**src/rtl/me_search_ctrl.sv**
```systemverilog
// me_search_ctrl: full-search sequencer driving the 16-PE distortion array and its comparator.
// Define ME_READY_DELAY_EN to register PEready/VectorX/VectorY by one cycle.
module me_search_ctrl #(
  parameter int unsigned ROW_PITCH = 32,
  parameter int unsigned NPE       = 16
) (
  input  logic           clk,
  input  logic           rst_n,
  input  logic           start,
  output logic           busy,
  output logic           done,
  output logic           CompStart,
  output logic [7:0]     AddressR,
  output logic [9:0]     AddressS1,
  output logic [9:0]     AddressS2,
  output logic [NPE-1:0] S1S2mux,
  output logic [NPE-1:0] NewDist,
  output logic [NPE-1:0] PEready,
  output logic [3:0]     VectorX,
  output logic [3:0]     VectorY
);

  typedef enum logic [1:0] {StIdle, StInit, StRun, StDone} state_e;

`ifdef ME_READY_DELAY_EN
  // One extra RUN cycle flushes the last delayed report before DONE.
  localparam logic [12:0] RunLast = 13'd4112;
`else
  localparam logic [12:0] RunLast = 13'd4111;
`endif

  state_e         state_q, state_d;
  logic [12:0]    c_q, c_d;
  logic           done_q, done_d;

  logic           run;
  logic [3:0]     v, r, k;
  logic [4:0]     row_s1, row_s2;
  logic [NPE-1:0] pe_ready_c;
  logic [3:0]     vec_x_c, vec_y_c;

  always_comb begin
    state_d = state_q;
    c_d     = c_q;
    done_d  = 1'b0;
    unique case (state_q)
      StIdle: if (start) state_d = StInit;
      StInit: begin
        c_d     = '0;
        state_d = StRun;
      end
      StRun: begin
        c_d = c_q + 13'd1;
        if (c_q == RunLast) begin
          state_d = StDone;
          done_d  = 1'b1;
        end
      end
      StDone: if (start) state_d = StInit;
      default: state_d = StIdle;
    endcase
  end

  always_ff @(posedge clk or negedge rst_n) begin
    if (!rst_n) begin
      state_q <= StIdle;
      c_q     <= '0;
      done_q  <= 1'b0;
    end else begin
      state_q <= state_d;
      c_q     <= c_d;
      done_q  <= done_d;
    end
  end

  assign run       = (state_q == StRun);
  assign busy      = (state_q == StInit) || run;
  assign CompStart = run || (state_q == StDone);
  assign done      = done_q;

  assign v      = c_q[11:8];
  assign r      = c_q[7:4];
  assign k      = c_q[3:0];
  // Window row wraps mod 32; S2 reads the previous row's right half.
  assign row_s1 = {1'b0, v} + {1'b0, r};
  assign row_s2 = row_s1 - 5'd1;

  always_comb begin
    AddressR   = '0;
    AddressS1  = '0;
    AddressS2  = '0;
    S1S2mux    = '0;
    NewDist    = '0;
    pe_ready_c = '0;
    vec_x_c    = '0;
    vec_y_c    = '0;
    if (run) begin
      AddressR  = c_q[7:0];
      AddressS1 = 10'(32'(row_s1) * ROW_PITCH) + 10'(k);
      AddressS2 = 10'(32'(row_s2) * ROW_PITCH) + 10'(NPE) + 10'(k);
      for (int i = 0; i < NPE; i++) begin
        S1S2mux[i]    = (int'(k) >= i);
        NewDist[i]    = (c_q[7:0] == 8'(i)) && !c_q[12];
        pe_ready_c[i] = (c_q[7:0] == 8'(i)) && (c_q[12:8] != 5'd0);
      end
      if (|pe_ready_c) begin
        vec_x_c = k;
        vec_y_c = c_q[11:8] - 4'd1;
      end
    end
  end

`ifdef ME_READY_DELAY_EN
  logic [NPE-1:0] pe_ready_q, pe_ready_d;
  logic [3:0]     vec_x_q, vec_x_d, vec_y_q, vec_y_d;

  always_comb begin
    pe_ready_d = pe_ready_c;
    vec_x_d    = vec_x_c;
    vec_y_d    = vec_y_c;
    if (state_q == StInit) begin
      pe_ready_d = '0;
      vec_x_d    = '0;
      vec_y_d    = '0;
    end
  end

  always_ff @(posedge clk or negedge rst_n) begin
    if (!rst_n) begin
      pe_ready_q <= '0;
      vec_x_q    <= '0;
      vec_y_q    <= '0;
    end else begin
      pe_ready_q <= pe_ready_d;
      vec_x_q    <= vec_x_d;
      vec_y_q    <= vec_y_d;
    end
  end

  assign PEready = pe_ready_q;
  assign VectorX = vec_x_q;
  assign VectorY = vec_y_q;
`else
  assign PEready = pe_ready_c;
  assign VectorX = vec_x_c;
  assign VectorY = vec_y_c;
`endif

endmodule

```
**config.mk**
```make
export PLATFORM = sky130hd
export DESIGN_NAME = me_search_ctrl
export DESIGN_NICKNAME = d
export VERILOG_FILES = /design/src/rtl/me_search_ctrl.sv
export SDC_FILE = /design/constraint.sdc
export NUM_CORES = 1
export LEC_CHECK = 0
export CAP_MARGIN = 20
export CELL_PAD_IN_SITES_DETAIL_PLACEMENT = 1
export CELL_PAD_IN_SITES_GLOBAL_PLACEMENT = 1
export CORE_MARGIN = 2
export CORE_UTILIZATION = 27
export CTS_BUF_LIST = sky130_fd_sc_hd__clkbuf_16
export CTS_CLUSTER_SIZE = 24
export DETAILED_ROUTE_END_ITERATION = 8
export PLACE_DENSITY = 0.86
export SLEW_MARGIN = 30
export SYNTH_ARGS = -nofsm -noshare
export SYNTH_HDL_FRONTEND = slang
export SYNTH_SLANG_ARGS = --single-unit
```
**constraint.sdc**
```tcl
create_clock -name clk -period 3.3 [get_ports clk]
set_input_delay 0.495 -clock clk [delete_from_list [all_inputs] [get_ports clk]]
set_output_delay 0.495 -clock clk [all_outputs]
set_load 0.01 [all_outputs]
```
==> results.md <==
- Fraction of registers with async set/reset: 1.00
- # Max-Cap Violations: 0
- Final setup violation count: 0
- Switch share: 0.429
- Hold WC Path Type: reg -> reg
- Die Area: 7390 um^2
- P_sw: around 460 uW
- Synth warnings: 0
- Rows: 29
- Remaining DRCs: 0
- Clock tree buffer depth: 2
- CP max FO: 3
- Simple logic cell fraction of the synthesized area: 0.345
- Synthesized instance count: between 200 and 300
- Largest family of logic cells by synthesized area: simple AND/OR/NAND/NOR gates
- Wire per inst: 15.9 um
- Worst relative slew slack: 0.452
- Crit path DAT: 2.71 ns
- Fin nets: about 360
- FILL cells: between 700 and 800
- CTS root buf: clkbuf_16
- Drt total wl: 6620 um
- Reg power frac: 0.219
- Initial DRT Pass Iterations: 4
- Routability Congestion: 0.823
- CTS tree: done
- Status: finished clean
- Max-slew violation count: 0
- DR vias: 2092
- Layout Area Growth over Synthesis: 58.3%
- Int Power: between 600 and 700 uW
- Syn Area/Cell: roughly 7 um^2
- Sink Count: 16
- Final ANT Viol Nets: 0
- Die width: 86.0 um
- Critical Path Start: c_q[4]
- Post-CTS Setup Inserts: 0
- Num CTS Buffers: 3
- Power Total: 1.07 mW
- Fin Setup TNS: 0 ns
- Critical path, cell by cell: ha_1, fa_1, inv_1, ha_1, inv_1, a2111oi_4, mux2i_1, o41ai_1, dlygate4sd2_1
- Leakage: 1.29 nW
- Logic gate share of total power: 0.552
- Crit path kind: reg -> out
- Synthesized area: 1810 um^2
- Most frequent cell after synthesis: nor2_1
- Starting density of the core: 0.282
- Core ar.: 6420 um^2
- Predominant post-synthesis flop cell: dfrtp_1
- Reg clk slew, reported paths: 0.05 ns
- Crit end category: output port
- Xor-xnor portion of the synthesized cell area: 0.0434
- CP required: 2.80 ns
- R2R Path Start: state_q[0]
- Unique masters post-synth: 50
- Pwr dens: 373 nW/um^2
- Gr ovfl total: 0
- #FFs+latches synth: 16
- Tmin final: about 3.2 ns
- Hold buffers post-CTS: 0
- Synth top area share: 0.221
- Placed Area: 2750 um^2
- Number of port buffers: 88
- Hold_sp: state_q[0]
- GRT Util Overall: 0.176
- Sequential cell area: 400 um^2
- Max VDD drop: 0.420 mV
- Slowest cell on crit path: fa_1
- # diodes: 0
- Max stage delay on crit path: 0.47 ns
- Largest net degree at the start of global routing: 20
- Cell area after layout: roughly 2900 um^2
- Post-synthesis compound-gate area fraction: 0.130
- First-pass GRT wire length: 10600 um
- Area leader, netlist: dfrtp_1
- Multi-input logic area: 1260 um^2
- Hold Vio Cnt, Final: 0
- Mux contribution to synthesized area: 0.0276
- Area contributors post-synth: dfrtp_1, nor2_1, ha_1
- Chip Height: 86.0 um
- Crit share post-route: 0.970
- Post-synthesis sequential area ratio: 0.221
- Max frequency: 312 MHz
- Clk pwr share: 0.229
- Commonest cells post-synth: nor2_1, nand2_1, inv_1
- Syn nets: 278
- Slew @ Worst Pin: 0.819 ns
- Initial antenna violation count: 0
- Post-Synth Adder-Cell Area: 0.121
- Clock Skew: 0.00228 ns
- Post-DP HPWL: slightly above 5000 um
- Number of global-route vias before repair: between 2000 and 2500
- Total placed cells including tap cells: ~410
- Top-Level Pins: 90
- DR vias/cell: approximately 5.0
- CP startpoint kind: flip-flop
- Post-synth EDFFs: 0
- Fin cells: approximately 420
- H-tree levels: 1
- Clk_lat worst skew: 0.25 ns
- Initial DRC Count: roughly 120
- Layout cell share with drive strength beyond 1: 0.0794
-- worst max-delay path: cells and delay by family (launching register included) --
family	cells	cell delay [ns]
AOI/OAI and AO/OA	2	0.38
adders and majority gates	3	0.95
buffers and inverters	3	0.53
DFF	1	0.38
muxes	1	0.22
-- layer usage --
layer  track usage  share of wire  up-vias
li1              -              -     1010
met1         0.229           0.46     1028
met2         0.314           0.50       48
met3        0.0269          0.038        6
met4        0.0245         0.0065        0
met5             0              0        -
-- registers in the layout (all words and copies together) (netlist names) --
register  flops
c_q          13
done          1
state_q       2
-- cell families (layout without fill, tap and decap cells) --
group / Yosys count / count (layout)
AND/OR/NAND/NOR: 133 / 133
other: 1 / 1
buffers and inverters: 41 / 123
adder cells (fa/ha/maj): 17 / 17
AO/OA/AOI/OAI: 36 / 36
XOR/XNOR: 9 / 9
multiplexers: 5 / 5
flip-flops: 16 / 16
-- cells in the final DEF (no fill, tap or decap), types with 2 or more instances in the layout --
| cell | netlist | routed |
|---|---|---|
| or4_1 | 2 | 2 |
| ha_1 | 16 | 16 |
| inv_1 | 19 | 19 |
| clkdlybuf4s50_1 | 0 | 86 |
| o21ai_0 | 8 | 8 |
| nand2_1 | 27 | 27 |
| clkbuf_16 | 0 | 3 |
| and2_1 | 6 | 6 |
| o41ai_1 | 2 | 2 |
| nor3_1 | 5 | 5 |
| buf_4 | 11 | 11 |
| nor2_1 | 70 | 70 |
| xnor2_1 | 6 | 5 |
| nand3_1 | 4 | 4 |
| a21o_1 | 4 | 4 |
| nand4_1 | 3 | 3 |
| dfrtp_1 | 16 | 16 |
| xor2_1 | 3 | 2 |
| clkinv_1 | 1 | 2 |
| mux2i_1 | 5 | 5 |
| o22ai_1 | 2 | 2 |
| nand3b_1 | 2 | 2 |
| a21oi_1 | 8 | 8 |
| a31oi_1 | 2 | 2 |
-- cell type report --
| type | count | area share |
|---|---|---|
| multi-input cells | 201 | 0.437 |
| repair buffers | 99 | 0.336 |
| flip-flops and latches | 16 | 0.139 |
| well taps | 77 | 0.0336 |
| clock inverters | 1 | 0.00131 |
| inverters | 20 | 0.0261 |
| clock buffers | 3 | 0.0261 |
-- stage by stage --
stage               utilization  hold slack, ns  setup slack [ns]
finish                    0.447           0.601            0.0975
global route              0.447           0.649          -0.00108
CTS                       0.443           0.610            0.0582
detailed placement        0.428           0.598            0.0940
global placement          0.428           0.560             0.222
floorplan                     -           0.199             0.614
-- worst paths after layout --
kind / slack [ns] / endpoint / cells after the start
min in group asynchronous: 0.72 / state_q[0] / 1
worst max-delay path: 0.1 / AddressS2[9] / 9
max in group asynchronous: 2.07 / c_q[10] / 1
worst min register to register: 0.60 / state_q[0] / 2
worst max register to register: 1.18 / c_q[11] / 6
worst min-delay path: 0.60 / state_q[0] / 2
-- power groups by stage --
stage | clock network [mW] | logic (mW) | registers [mW]
floorplan | 0 | 0.345 | 0.234
global placement | 0 | 0.575 | 0.236
detailed placement | 0 | 0.589 | 0.238
CTS | 0.247 | 0.593 | 0.235
global route | 0.258 | 0.653 | 0.238
finish | 0.245 | 0.592 | 0.235
-- what timing repair did --
item | 4_1_cts | 5_1_grt
endpoints found under the setup margin | 1 | 10
pin swaps | 0 | 0
gates resized for setup | 3 | 5
Note: power is estimated with default switching activity, not from simulation.
